--- src/rtl/xoodyak_sca_pkg.sv ---
// Shared encodings for the masked Xoodyak controller: command ops, FSM states, and sizes.
package xoodyak_sca_pkg;

  localparam logic [1:0] OP_INIT    = 2'd0;
  localparam logic [1:0] OP_ABSORB  = 2'd1;
  localparam logic [1:0] OP_SQUEEZE = 2'd2;
  localparam logic [1:0] OP_PERMUTE = 2'd3;

  localparam int unsigned MAX_WORDS = 12;
  localparam int unsigned NROUNDS   = 12;

  typedef enum logic [2:0] {
    StIdle,
    StInit,
    StAbsorb,
    StDomain,
    StPerm,
    StSqueeze
  } state_e;

  function automatic logic [3:0] sat_len(input logic [3:0] len);
    return (len > 4'(MAX_WORDS)) ? 4'(MAX_WORDS) : len;
  endfunction

endpackage

--- src/rtl/xoodoo_ctrl_sca.sv ---
// Command sequencer for the two-share Xoodoo state: absorb, domain add, masked permutation
// stepping and squeeze, one command at a time.
module xoodoo_ctrl_sca #(
  parameter int unsigned ROUND_CYCLES = 2,
  parameter int unsigned NROUNDS      = xoodyak_sca_pkg::NROUNDS
) (
  input  logic        clk,
  input  logic        rst,
  input  logic        cmd_valid,
  output logic        cmd_ready,
  input  logic [1:0]  cmd_op,
  input  logic [3:0]  cmd_len,
  input  logic [31:0] cmd_domain,
  input  logic        cmd_perm,
  input  logic [63:0] din_data,
  input  logic        din_valid,
  output logic        din_ready,
  output logic [63:0] dout_data,
  output logic        dout_valid,
  input  logic        dout_ready,
  input  logic [63:0] reg_word_in,
  output logic [63:0] word_out_o,
  output logic [3:0]  word_index_o,
  output logic        word_enable_o,
  output logic [31:0] domain_o,
  output logic        domain_enable_o,
  output logic        reg_en_o,
  output logic        init_o,
  output logic [3:0]  round_idx_o,
  output logic        busy_o,
  output logic        done_o
);

  import xoodyak_sca_pkg::*;

  localparam logic [2:0] CycLast   = 3'(ROUND_CYCLES - 1);
  localparam logic [3:0] RoundLast = 4'(NROUNDS - 1);

  state_e      state_q;
  logic [1:0]  op_q;
  logic [3:0]  len_q;
  logic [31:0] dom_q;
  logic        perm_q;
  logic [3:0]  wc_q;
  logic [3:0]  rnd_q;
  logic [2:0]  cyc_q;
  logic        done_q;

  logic [3:0]  len_sat;
  logic        last_word;
  logic        round_load;

  assign len_sat    = sat_len(cmd_len);
  assign last_word  = (wc_q == len_q - 4'd1);
  assign round_load = (cyc_q == CycLast);

  always_ff @(posedge clk) begin
    if (rst) begin
      state_q <= StIdle;
      op_q    <= '0;
      len_q   <= '0;
      dom_q   <= '0;
      perm_q  <= 1'b0;
      wc_q    <= '0;
      rnd_q   <= '0;
      cyc_q   <= '0;
      done_q  <= 1'b0;
    end else begin
      done_q <= 1'b0;
      unique case (state_q)
        StIdle: begin
          if (cmd_valid) begin
            op_q   <= cmd_op;
            len_q  <= len_sat;
            dom_q  <= cmd_domain;
            perm_q <= cmd_perm;
            wc_q   <= '0;
            rnd_q  <= '0;
            cyc_q  <= '0;
            unique case (cmd_op)
              OP_INIT:   state_q <= StInit;
              OP_ABSORB: state_q <= (len_sat != 4'd0) ? StAbsorb : StDomain;
              OP_SQUEEZE: begin
                if (cmd_perm) begin
                  state_q <= StPerm;
                end else if (len_sat != 4'd0) begin
                  state_q <= StSqueeze;
                end else begin
                  // Nothing to do: complete without leaving IDLE.
                  done_q <= 1'b1;
                end
              end
              default:   state_q <= StPerm;
            endcase
          end
        end
        StInit: begin
          state_q <= StIdle;
          done_q  <= 1'b1;
        end
        StAbsorb: begin
          if (din_valid) begin
            if (last_word) begin
              wc_q    <= '0;
              state_q <= StDomain;
            end else begin
              wc_q <= wc_q + 4'd1;
            end
          end
        end
        StDomain: begin
          if (perm_q) begin
            state_q <= StPerm;
          end else begin
            state_q <= StIdle;
            done_q  <= 1'b1;
          end
        end
        StPerm: begin
          if (round_load) begin
            cyc_q <= '0;
            if (rnd_q == RoundLast) begin
              rnd_q <= '0;
              if (op_q == OP_SQUEEZE && len_q != 4'd0) begin
                wc_q    <= '0;
                state_q <= StSqueeze;
              end else begin
                state_q <= StIdle;
                done_q  <= 1'b1;
              end
            end else begin
              rnd_q <= rnd_q + 4'd1;
            end
          end else begin
            cyc_q <= cyc_q + 3'd1;
          end
        end
        StSqueeze: begin
          if (dout_ready) begin
            if (last_word) begin
              wc_q    <= '0;
              state_q <= StIdle;
              done_q  <= 1'b1;
            end else begin
              wc_q <= wc_q + 4'd1;
            end
          end
        end
        default: state_q <= StIdle;
      endcase
    end
  end

  // Every output is forced low while rst is held, whatever state the FSM is in.
  always_comb begin
    cmd_ready       = 1'b0;
    din_ready       = 1'b0;
    dout_data       = '0;
    dout_valid      = 1'b0;
    word_out_o      = '0;
    word_index_o    = '0;
    word_enable_o   = 1'b0;
    domain_o        = '0;
    domain_enable_o = 1'b0;
    reg_en_o        = 1'b0;
    init_o          = 1'b0;
    round_idx_o     = '0;
    busy_o          = 1'b0;
    done_o          = 1'b0;
    if (!rst) begin
      cmd_ready = (state_q == StIdle);
      busy_o    = (state_q != StIdle);
      done_o    = done_q;
      domain_o  = dom_q;
      unique case (state_q)
        StInit:   init_o = 1'b1;
        StAbsorb: begin
          din_ready     = 1'b1;
          word_index_o  = wc_q;
          word_out_o    = din_data;
          word_enable_o = din_valid;
        end
        StDomain: domain_enable_o = 1'b1;
        StPerm: begin
          round_idx_o = rnd_q;
          reg_en_o    = round_load;
        end
        StSqueeze: begin
          dout_valid   = 1'b1;
          word_index_o = wc_q;
          dout_data    = reg_word_in;
        end
        default: ;
      endcase
    end
  end

endmodule

--- config.mk ---
export PLATFORM = sky130hd
export DESIGN_NAME = xoodoo_ctrl_sca
export DESIGN_NICKNAME = d
export VERILOG_FILES = /design/src/rtl/xoodyak_sca_pkg.sv /design/src/rtl/xoodoo_ctrl_sca.sv
export SDC_FILE = /design/constraint.sdc
export NUM_CORES = 1
export LEC_CHECK = 0
export ABC_AREA = 1
export BUFFER_PORTS_ARGS = -buffer_cell sky130_fd_sc_hd__clkbuf_2
export CORE_AREA = 5 5 134 136
export CTS_BUF_LIST = sky130_fd_sc_hd__clkbuf_4 sky130_fd_sc_hd__clkbuf_8
export DETAILED_ROUTE_END_ITERATION = 10
export DIE_AREA = 0 0 139 141
export GPL_TIMING_DRIVEN = 0
export PLACE_DENSITY = 0.56
export SYNTH_ARGS = -nofsm -noshare
export SYNTH_HDL_FRONTEND = slang
export SYNTH_SLANG_ARGS = --single-unit
--- constraint.sdc ---
create_clock -name clk -period 1.7 [get_ports clk]
set_clock_uncertainty 0.15 [all_clocks]
set_input_delay 0.17 -clock clk [delete_from_list [all_inputs] [get_ports clk]]
set_output_delay 0.17 -clock clk [all_outputs]
set_load 0.01 [all_outputs]
Yosys cells after proc, flatten, opt, wreduce, memory -nomap -nowiden --
Index checks and enable logic that the tools add are counted.
Storage, ports and cells: flip-flop bits (word level) 54, output and inout port bits 177, logic and storage cells 112
Cells by class: add/subtract/negate cells 4, $lt $le $gt $ge 1, eq/ne operators 20, multiplexer cells 64, reduce and logical (&&, ||, !) cells 14
Operators by type and width (count):
- 2-to-1 mux 64 bit | 4
- 2-to-1 mux 4 bit | 14
- 2-to-1 mux 3 bit | 13
- 2-to-1 mux 32 bit | 1
- 2-to-1 mux 1 bit | 26
- != test 2 bit (second input constant) | 8
- case mux 4 bit (4 select lines) | 1
- case mux 3 bit (5 select lines) | 1
- nonzero test 4 bit | 3
- case mux 3 bit (3 select lines) | 1
- adder 4 x 1 -> 4 bit (second input constant) | 2
- case mux 4 bit (2 select lines) | 1
- AND reduction 8 bit | 1
- AND reduction 7 bit | 1
- == test 3 x 1 -> 1 bit (second input constant) | 2
- == test 3 x 2 -> 1 bit (second input constant) | 2
- == test 3 bit (second input constant) | 2
- case mux 3 bit (2 select lines) | 1
- case mux 1 bit (5 select lines) | 1
- == test 2 bit (second input constant) | 2
- == test 4 bit | 1
- == test 4 bit (second input constant) | 1
- greater-than comparator 4 bit (second input constant) | 1
- != test 4 bit (second input constant) | 1
- other kinds (11) | 12

Depth between registers and ports, before layout --
Gate-level depths: netlist (run 1).
depth after elaboration 8, gate-level depth with buffers 13

Worst setup path after synthesis (run 1) --
OpenSTA, ideal clock, no wires.
path kind register -> register, start point register len_q[0], end point register state_q[0], setup time 0.064 ns, data arrival time 1.413 ns, slack 0.074 ns, stages on the path, launching flop included 11, period minus slack after synthesis 1.626 ns, path through dfxtp_1 inv_1 ha_1 xnor2_1 nor2_1 nand3_1 nand2_2 nand3_1 nand2_1 inv_1 nor2_1
Between the ends: longest elaborated chain between the ends 6
RTL lines:
- start: declaration | line xoodoo_ctrl_sca.sv:41 | logic [3:0] len_q;
- start signal: assignment | line xoodoo_ctrl_sca.sv:74 | len_q <= len_sat;
- branches (longest 6 deep; another with subtractor 4 x 1 -> 4 bit)
- end signal: assignment | line xoodoo_ctrl_sca.sv:81 | OP_INIT: state_q <= StInit;
- end signal: assignment | line xoodoo_ctrl_sca.sv:126 | state_q <= StSqueeze;
- end signal: assignment | line xoodoo_ctrl_sca.sv:128 | state_q <= StIdle;
- end: declaration | line xoodoo_ctrl_sca.sv:39 | state_e state_q;
Parallel ways; which one is timed is not known. The select of a mux whose other input is x is not followed. A chain may end at the register's enable or synchronous reset.

Final worst setup path (run 1) --
start point register state_q[1], end point output dout_data[3]
Between the ends: longest elaborated chain between the ends 3
RTL lines:
- start signal: assignment | line xoodoo_ctrl_sca.sv:59 | state_q <= StIdle;
- start signal: assignment | line xoodoo_ctrl_sca.sv:81
- start signal: assignment | line xoodoo_ctrl_sca.sv:82 | OP_ABSORB: state_q <= (len_sat != 4'd0) ? StAbsorb : StDomain;
- == test 3 bit | line xoodoo_ctrl_sca.sv:175 | unique case (state_q)
- 2-to-1 mux 64 bit | line xoodoo_ctrl_sca.sv:175
- 2-to-1 mux 64 bit | line xoodoo_ctrl_sca.sv:170 | if (!rst) begin
- end: declaration | line xoodoo_ctrl_sca.sv:18 | output logic [63:0] dout_data,
Every way passes these cells.

==> metrics.cfg, run 1 <==
[outcome]
status = finished with violations
violations = negative hold slack, negative setup slack

[clock_network]
path_clk_slew_ns = 0.10
cts_tree = yes
clock_path_buffers = 2
cts_max_level = 2
cts_buffers = 5
ctsRootBufferMaster = clkbuf_8
clkLatencyLatePin_ns = 0.32
cts_sinks = 54

[finish]
layout-drive-gt1-share = 0.603
mostFrequentLayoutCell = clkbuf_2
fin_nets = 1305
syn_to_final_growth_pct = 113
mostFrequentLayoutCells = clkbuf_2 (220), nor2_1 (131), buf_2 (111), nand2_2 (90), inv_1 (63)
fin_area_sq_mm = 0.00820

[route]
drt_iter0_drc = 186
vias = 5978
route.detailed.drc = 0
ant_nets = 0
wl_per_cell_microns = 16.3
routed_wl_mm = 22.1
dr.pass1.iters = 4
vias_per_cell = 4.41

[power_and_ir_drop]
ir_worst_vdd_mv = 0.630
p_clk_frac = 0.100
power_frac_comb = 0.678
power_per_cell_area_mw_per_mm2 = 969
swShare = 0.468
internal-power_uw = 4230
p_sw_uw = 3720
pwr-share-seq = 0.223
p_leak_uw = 0.00421
total_power_uw = 7950

[timing]
worst_pin_slew_ns = 0.860
max-slew-margin-rel = 0.426
setup_violations = 144
hold_slack_ns = -0.00508
worst_slack_ns = -0.209
rsz0062_at_grt = true
fin_crit_ns = 1.91
hold_violations = 2
fmax_mhz = 524
tns_ns = -21.27
min_period_over_period = 1.12
maxSlewViolCount = 0

[min_path]
min_path_cells = 3
hold_path_class = input port to flip-flop

[worst_setup_path]
reg2reg_depth = 11
arrival_ns = 1.59
end_kind = primary output
crit_path_frequent_cell = buf_12
cp-start-kind = flip-flop
path_cells = inv_4, nand2_4, nor2_4, buf_12, buf_12, buf_8, nand2_2, nor2_2, buf_2
crit_fanout = 8
worstSetupPathType = flip-flop to primary output
slowest_delay_ns = 0.37
slowest_stage = dfxtp_4
cp_data_required_time_ns = 1.38

[placement]
dp_hpwl_mm = 16.9
gp_congestion = 0.885
place_ws_ns = -0.533
dpl_cell_area_sq_mm = 0.00587
io_buffers = 348

[global_routing]
grt_usage = 0.203
grt_pass1_wl_mm = 32.3
grt_pass1_vias = 6017
grt_start_max_net_pins = 20
grt_overflow = 0
antenna_found_initial = 2

[logic_synthesis]
syn_nets = 875
syn_inst = 699
ys_ff_latch = 54
synth_cell_types = 29
seq_area_frac_synth = 0.281
syn_area_sq_mm = 0.00385
syn_area_per_cell_sq_um = 5.51
ys_warn_count = 0

[die]
die_area_sq_mm = 0.0196
core_sq_mm = 0.0168
rows = 48
initial_core_util = 0.229
die_w_microns = 139
dieHeight_microns = 141
top_level_ports = 349

[run]
drv_cap = 0

## metal layers
metal  GRT usage  routed length, microns  vias up
li1            -                       -     3016
met1       0.231                    8340     2696
met2       0.381                   11900      238
met3      0.0472                    1380       28
met4      0.0561                     478        0
met5           0                       0        -
## area by class of cell
class | count | area [sq um]
buffer | 45 | 394
clock inverter | 3 | 28.8
fill | 1726 | 8610
multi-input combinational | 525 | 3260
tap | 225 | 282
timing repair buffer | 422 | 2720
sequential | 54 | 1090
timing repair inverter | 2 | 32.5
antenna | 2 | 5.00
clock buffer | 5 | 68.8
inverter | 74 | 314
## registers in the layout, indices dropped and copies added (netlist names)
register / cells
wc_q: 4
op_q: 2
dom_q: 32
state_q: 3
cyc_q: 3
done_q: 1
perm_q: 1
len_q: 4
rnd_q: 4
## cells by family (layout without fill, tap and decap cells)
family	after synthesis	count (layout)	synth area share
other	0	2	0
flip-flops	54	54	0.281
AO/OA/AOI/OAI	93	93	0.126
AND/OR/NAND/NOR	425	425	0.445
buffers and inverters	120	551	0.128
adder cells (fa/ha/maj)	4	4	0.0130
XOR/XNOR	3	3	0.00682
## worst max-delay path: cells and delay by family, from the launching register on
| family | cells | cell delay (ns) |
|---|---|---|
| buffers and inverters | 5 | 0.62 |
| flip-flops | 1 | 0.37 |
| AND/OR/NAND/NOR | 4 | 0.28 |
## per-stage QoR
step / utilization / std cells
3_5_place_dp: 0.349 / 1272
2_1_floorplan: - / 699
5_1_grt: 0.488 / 1357
3_3_place_gp: 0.349 / 1272
6_report: 0.488 / 1357
4_1_cts: 0.421 / 1345
## power by group through the flow
| stage | registers, uW | logic [uW] | clock network [uW] |
|---|---|---|---|
| floorplan | 1720 | 2260 | 0 |
| global placement | 1740 | 3380 | 0 |
| detailed placement | 1750 | 3400 | 0 |
| CTS | 1740 | 4390 | 827 |
| global route | 1800 | 5880 | 871 |
| finish | 1770 | 5390 | 791 |
## path summary, 6_finish.rpt
check                     startpoint                     end  slack (ns)
max          state_q[1]$_SDFFE_PP0P_            dout_data[3]       -0.21
min                   cmd_domain[29]  dom_q[29]$_SDFFE_PP0P_      -0.005
min reg2reg    dom_q[5]$_SDFFE_PP0P_   dom_q[5]$_SDFFE_PP0P_        0.31
max reg2reg  state_q[1]$_SDFFE_PP0P_    wc_q[3]$_SDFFE_PP0P_       -0.04
## synthesized netlist by cell type
| library cell | instances | area, sq um |
|---|---|---|
| nor3_1 | 16 | 80.1 |
| inv_1 | 68 | 255 |
| inv_4 | 1 | 6.26 |
| clkbuf_1 | 22 | 82.6 |
| nand3_2 | 1 | 10.0 |
| dfxtp_1 | 54 | 1080 |
| nand4_1 | 3 | 18.8 |
| o21ai_4 | 1 | 16.3 |
| a211oi_1 | 1 | 7.51 |
| nor2_1 | 194 | 728 |
| clkinv_1 | 1 | 3.75 |
| o22ai_1 | 3 | 18.8 |
| nor2_2 | 4 | 25.0 |
| ha_1 | 4 | 50.1 |
| nand3_1 | 18 | 90.1 |
| buf_1 | 3 | 11.3 |
| nand3_4 | 2 | 35.0 |
| a221oi_1 | 1 | 8.76 |
| inv_2 | 4 | 15.0 |
| o21ai_1 | 8 | 40.0 |
| o21ai_0 | 32 | 160 |
| nand2_2 | 5 | 31.3 |
| a21oi_1 | 47 | 235 |
| nand3b_1 | 1 | 7.51 |
| xnor2_1 | 3 | 26.3 |
| buf_4 | 6 | 45.0 |
| nor2_4 | 1 | 11.3 |
| buf_2 | 15 | 75.1 |
| nand2_1 | 180 | 676 |
## timing repair
item | 4_1_cts | 5_1_grt
endpoints found under the hold margin | 28 | 2
hold buffers | 28 | 2
gates resized for setup | 168 | 454
buffers inserted | 26 | 8
gates cloned | 11 | 4
pin swaps | 16 | 27
endpoints found under the setup margin | 210 | 202
(Power assumes the default switching activity.)
==> inputs of run 2 (changes only) <==
--- a/config.mk
+++ b/config.mk
@@ -13,6 +13,7 @@
 export DIE_AREA = 0 0 139 141
 export GPL_TIMING_DRIVEN = 0
 export PLACE_DENSITY = 0.56
+export SETUP_SLACK_MARGIN = 0.1
 export SYNTH_ARGS = -nofsm -noshare
 export SYNTH_HDL_FRONTEND = slang
 export SYNTH_SLANG_ARGS = --single-unit
==> run 2 against run 1 <==
Effect of this change: the flow still finishes with violations (negative hold slack, negative setup slack); critical path depth rose by 1; clock-buffer cell count is the same; global-route usage down 0.62 points; largest power group unchanged; clock power is 2% higher; non-clock buffer count up 18; fmax down 5.6%.
==> metrics.cfg, run 2 (synthesis gave the netlist of run 1 again) <==
[outcome]
status = finished with violations
violations = negative hold slack, negative setup slack

[min_path]
min_path_cells = 3
worstHoldEndpoint = dom_q[1]$_SDFFE_PP0P_
hold_path.startpoint = cmd_domain[1]
hold_path_class = input port to flip-flop

[die]
core_sq_mm = 0.0168
initial_core_util = 0.229
die_area_sq_mm = 0.0196
dieHeight_microns = 141
top_level_ports = 349
die_w_microns = 139
rows = 48

[clock_network]
clock_path_buffers = 2
cts_buffers = 5
path_clk_slew_ns = 0.11
clkLatencyLatePin_ns = 0.32
cts_sinks = 54
cts_max_level = 2
cts_tree = yes
ctsRootBufferMaster = clkbuf_8

[route]
dr.pass1.iters = 4
drt_iter0_drc = 213
ant_nets = 0
routed_wl_mm = 21.5
route.detailed.drc = 0
vias_per_cell = 4.37
wl_per_cell_microns = 15.7
vias = 6001

[timing]
hold_violations = 1
min_period_over_period = 1.19
hold_slack_ns = -0.00447
worst_slack_ns = -0.323
maxSlewViolCount = 0
rsz0062_at_grt = true
worst_pin_slew_ns = 1.12
fmax_mhz = 494
setup_violations = 193
max-slew-margin-rel = 0.253
fin_crit_ns = 2.02

[finish]
top_register = dom_q
layout-drive-gt1-share = 0.598
largest_reg_flops = 32
fin_nets = 1322
mostFrequentLayoutCells = clkbuf_2 (216), nor2_1 (133), buf_2 (106), nand2_2 (73), inv_1 (63)
fin_cells = 1373
syn_to_final_growth_pct = 125
mostFrequentLayoutCell = clkbuf_2

[placement]
io_buffers = 348
place_inst = 1272
dp_hpwl_mm = 16.0
gp_congestion = 0.919

[global_routing]
grt_pass1_wl_mm = 31.6
antenna_found_initial = 1
grt_pass1_vias = 5934
grt_usage = 0.197
grt_overflow = 0
grt_start_max_net_pins = 20

[power_and_ir_drop]
p_leak_uw = 0.00450
total_power_uw = 8510
ir_worst_vdd_mv = 0.641
power_per_cell_area_mw_per_mm2 = 981

[worst_setup_path]
r2r-end = wc_q[3]$_SDFFE_PP0P_
crit_path_frequent_cell = buf_6
timing.rr.start = state_q[2]$_SDFFE_PP0P_
end_kind = primary output
reg2reg_depth = 13
slowest_delay_ns = 0.33
cp-start-kind = flip-flop
worstSetupPathType = flip-flop to primary output
slowest_stage = dfxtp_2
path_cells = buf_6, nor2_4, nand2_4, inv_8, buf_6, buf_6, buf_16, nand2_2, nor2_1, buf_2
arrival_ns = 1.70
cp_data_required_time_ns = 1.38
crit_fanout = 5
r2r_setup_slack_ns = -0.17

[run]
drv_cap = 0

==> run 2: cell count changes in the layout (fill, tap and decap cells not counted), sizes merged <==
cell         before  now
buf             201  219
clkbuf          241  238
dlygate4sd3      30   33
clkinv            5    4
clkinvlp          0    1
diode             2    1
inv              74   73
==> run 2: final cells by class <==
| cell class | instances | area (sq um) |
|---|---|---|
| repair inverters | 1 | 7.51 |
| diodes | 1 | 2.50 |
| inverters | 74 | 313 |
| clock buffers | 5 | 68.8 |
| fillers | 1627 | 8140 |
| repair buffers | 439 | 3090 |
| multi-input cells | 525 | 3390 |
| plain buffers | 46 | 404 |
| flip-flops and latches | 54 | 1090 |
| clock inverters | 3 | 28.8 |
| well taps | 225 | 282 |
==> run 2: how the worst max path moves through the flow <==
stage | start | end | slack [ns] | cells after the start
after floorplan | state_q[2]$_SDFFE_PP0P_ | word_out_o[10] | 0.11 | 7
after global placement | state_q[2]$_SDFFE_PP0P_ | word_out_o[9] | -0.63 | 8
after detailed placement | state_q[2]$_SDFFE_PP0P_ | word_out_o[9] | -0.63 | 8
after CTS | state_q[1]$_SDFFE_PP0P_ | dout_data[1] | -0.28 | 9
after global routing | state_q[2]$_SDFFE_PP0P_ | word_out_o[3] | -0.40 | 10
final | state_q[2]$_SDFFE_PP0P_ | word_out_o[10] | -0.32 | 10
==> run 2: layer usage <==
layer,GRT usage,vias up,share of wire
li1,-,3041,-
met1,0.232,2687,0.40
met2,0.346,230,0.49
met3,0.0502,41,0.067
met4,0.0747,2,0.040
met5,0,-,0.00033
==> run 2: power breakdown <==
| group | internal [uW] | switching, uW |
|---|---|---|
| Clock | 308 | 499 |
| Sequential | 1610 | 137 |
| Combinational | 2690 | 3260 |
| Total | 4610 | 3900 |
==> run 2: worst max-delay path: cells and delay by family, from the launching register on <==
family                 cells  cell delay [ns]
AND/OR/NAND/NOR            4             0.39
flip-flops                 1             0.33
buffers and inverters      6             0.66
==> run 2: metrics by stage <==
stage          utilization  hold WS (ns)  instance area (sq um)  setup slack, ns  setup TNS [ns]
2_1_floorplan            -         0.168                   3850            0.106               0
3_3_place_gp         0.349         0.288                   5880           -0.625          -44.59
3_5_place_dp         0.349         0.296                   5880           -0.628          -44.41
4_1_cts              0.446      0.000661                   7500           -0.281          -29.38
5_1_grt              0.516        0.0169                   8670           -0.400          -51.46
6_report             0.516      -0.00447                   8670           -0.323          -36.66
==> run 2: what timing repair did <==
action / in CTS / in global routing
endpoints found under the setup margin: 230 / 209
cloned: 9 / 5
gates resized for setup: 226 / 419
hold buffers: 33 / 0
buffers inserted: 35 / 17
pin swaps: 19 / 41
endpoints found under the hold margin: 33 / 0
==> inputs of run 3 (changes only) <==
--- a/config.mk
+++ b/config.mk
@@ -13,6 +13,7 @@
 export DIE_AREA = 0 0 139 141
 export GPL_TIMING_DRIVEN = 0
 export PLACE_DENSITY = 0.56
+export REMOVE_ABC_BUFFERS = 1
 export SETUP_SLACK_MARGIN = 0.1
 export SYNTH_ARGS = -nofsm -noshare
 export SYNTH_HDL_FRONTEND = slang
==> run 3 against run 2 <==
Effect of this change: the run ends with negative setup slack left; combinational power is 11% higher; critical endpoint is now dout_data[3]; sequential cell count stayed put; power is 9.7% higher; final cell count is 2.0% lower; fmax is 2.5% higher; core utilization is 1.4 points lower; clock-buffer cell count is 2 higher.
==> metrics.cfg, run 3 (synthesis gave the netlist of run 1 again) <==
[power_and_ir_drop]
p_leak_uw = 0.00439
ir_worst_vdd_mv = 0.736
power_per_cell_area_mw_per_mm2 = 1110

[placement]
gp_congestion = 0.956
io_buffers = 348
place_inst = 1228
place_ws_ns = -1.34
dp_hpwl_mm = 14.5

[finish]
fin_cells = 1346
regArea_sq_mm = 0.00110
mostFrequentLayoutCell = clkbuf_2
largest_reg_flops = 32
layout-drive-gt1-share = 0.594
antennaDiodeCount = 0
syn_to_final_growth_pct = 119
nFillCells = 1672
fin_nets = 1296
mostFrequentLayoutCells = clkbuf_2 (217), nor2_1 (163), buf_2 (116), nand2_1 (81), inv_1 (63)
top_register = dom_q
finalCoreUtilization = 0.502
multi_input_area_sq_mm = 0.00335

[global_routing]
grt_start_max_net_pins = 69
grt_pass1_wl_mm = 32.4
antenna_found_initial = 0
grt_overflow = 0
grt_pass1_vias = 5666
grt_usage = 0.207

[clock_network]
clkLatencyLatePin_ns = 0.31
cts_buffers = 5
cts_sinks = 54
cts_max_level = 2
ctsRootBufferMaster = clkbuf_8
path_clk_slew_ns = 0.09
clock_path_buffers = 2
cts_tree = yes

[worst_setup_path]
slowest_stage = dfxtp_4
path_cells = clkinvlp_4, nor2_4, buf_6, buf_12, clkbuf_16, nand2_2, nor2_1, buf_2
arrival_ns = 1.65
cpLargestDelayFamily = buffers and inverters
crit_fanout = 5
end_kind = primary output
worstSetupPathType = flip-flop to primary output
slowest_delay_ns = 0.40
cp-start-kind = flip-flop
cp_data_required_time_ns = 1.38
cp_num_buf_inv = 5

[route]
route.detailed.drc = 0
dr.pass1.iters = 4
ant_nets = 0
routed_wl_mm = 22.5
vias_per_cell = 4.54
wl_per_cell_microns = 16.7
vias = 6115
drt_iter0_drc = 210

[timing]
worst_slack_ns = -0.273
worst_pin_slew_ns = 0.455
fmax_mhz = 507
maxSlewViolCount = 0
max-slew-margin-rel = 0.697
hold_violations = 0
min_period_over_period = 1.16
hold_slack_ns = 0.0181
setup_violations = 193
fin_crit_ns = 1.97
rsz0062_at_grt = true

[die]
initial_core_util = 0.229
die_area_sq_mm = 0.0196
core_sq_mm = 0.0168
rows = 48
dieHeight_microns = 141
die_w_microns = 139
top_level_ports = 349

[run]
drv_cap = 0

[outcome]
violations = negative setup slack
status = finished with violations

[min_path]
hold_path_class = input port to flip-flop

run 3: changes by cell type in the layout (fill, tap and decap cells not counted), moves of 22 or more:
cell | before | now
a21oi_1 | 45 | 7
a21oi_2 | 2 | 39
buf_6 | 57 | 25
nand2_1 | 57 | 81
nand2_2 | 73 | 47
nor2_1 | 133 | 163
nor2_4 | 37 | 15
run 3: power by group:
group          switching, uW  total (uW)  internal, uW  leakage, uW
clock network            440         914           474    0.0000593
registers                168        1790          1620     0.000447
logic                   3850        6630          2780      0.00389
total                   4460        9330          4870      0.00439
run 3: path summary, 6_finish.rpt:
check	startpoint	end	slack, ns	cells past startpoint
worst min-delay path	cmd_perm	perm_q$_SDFFE_PP0P_	0.02	3
worst max-delay path	state_q[2]$_SDFFE_PP0P_	dout_data[3]	-0.27	8
worst max register to register	state_q[2]$_SDFFE_PP0P_	len_q[0]$_SDFFE_PP0P_	-0.21	11
worst min register to register	dom_q[22]$_SDFFE_PP0P_	dom_q[22]$_SDFFE_PP0P_	0.31	2
run 3: through the flow:
| step | setup TNS (ns) | total power [uW] | area, sq um |
|---|---|---|---|
| 3_5_place_dp | -125.94 | 4960 | 5720 |
| 6_report | -30.71 | 9330 | 8440 |
| 4_1_cts | -28.83 | 8160 | 7360 |
| 2_1_floorplan | -75.56 | 3780 | 3640 |
| 5_1_grt | -48.82 | 9990 | 8440 |
| 3_3_place_gp | -530.78 | 4910 | 5660 |
run 3: worst min-delay path: cells and delay by family:
family | cells | cell delay [ns]
compound gates | 2 | 0.16
buf+inv | 1 | 0.12
run 3: metal layers:
layer / vias up / part of all wire / track usage
met5: - / 0 / 0
met4: 0 / 0.024 / 0.0639
met3: 28 / 0.064 / 0.0414
met2: 256 / 0.50 / 0.361
met1: 2832 / 0.41 / 0.259
li1: 2999 / - / -
run 3: final cells by class:
cell class / count / share of cell area
clock inverter: 1 / 0.00356
clock buffer: 7 / 0.00994
timing repair buffer: 442 / 0.351
sequential: 54 / 0.130
inverter: 74 / 0.0414
tap: 225 / 0.0334
timing repair inverter: 16 / 0.0335
multi-input combinational: 527 / 0.397
run 3: repair_timing:
item,CTS,global route
endpoints found under the setup margin,197,209
hold buffers,37,0
pin swaps,36,36
buffers inserted,41,7
hold endpoints to repair,37,0
gates cloned,18,8
resized for setup,157,390
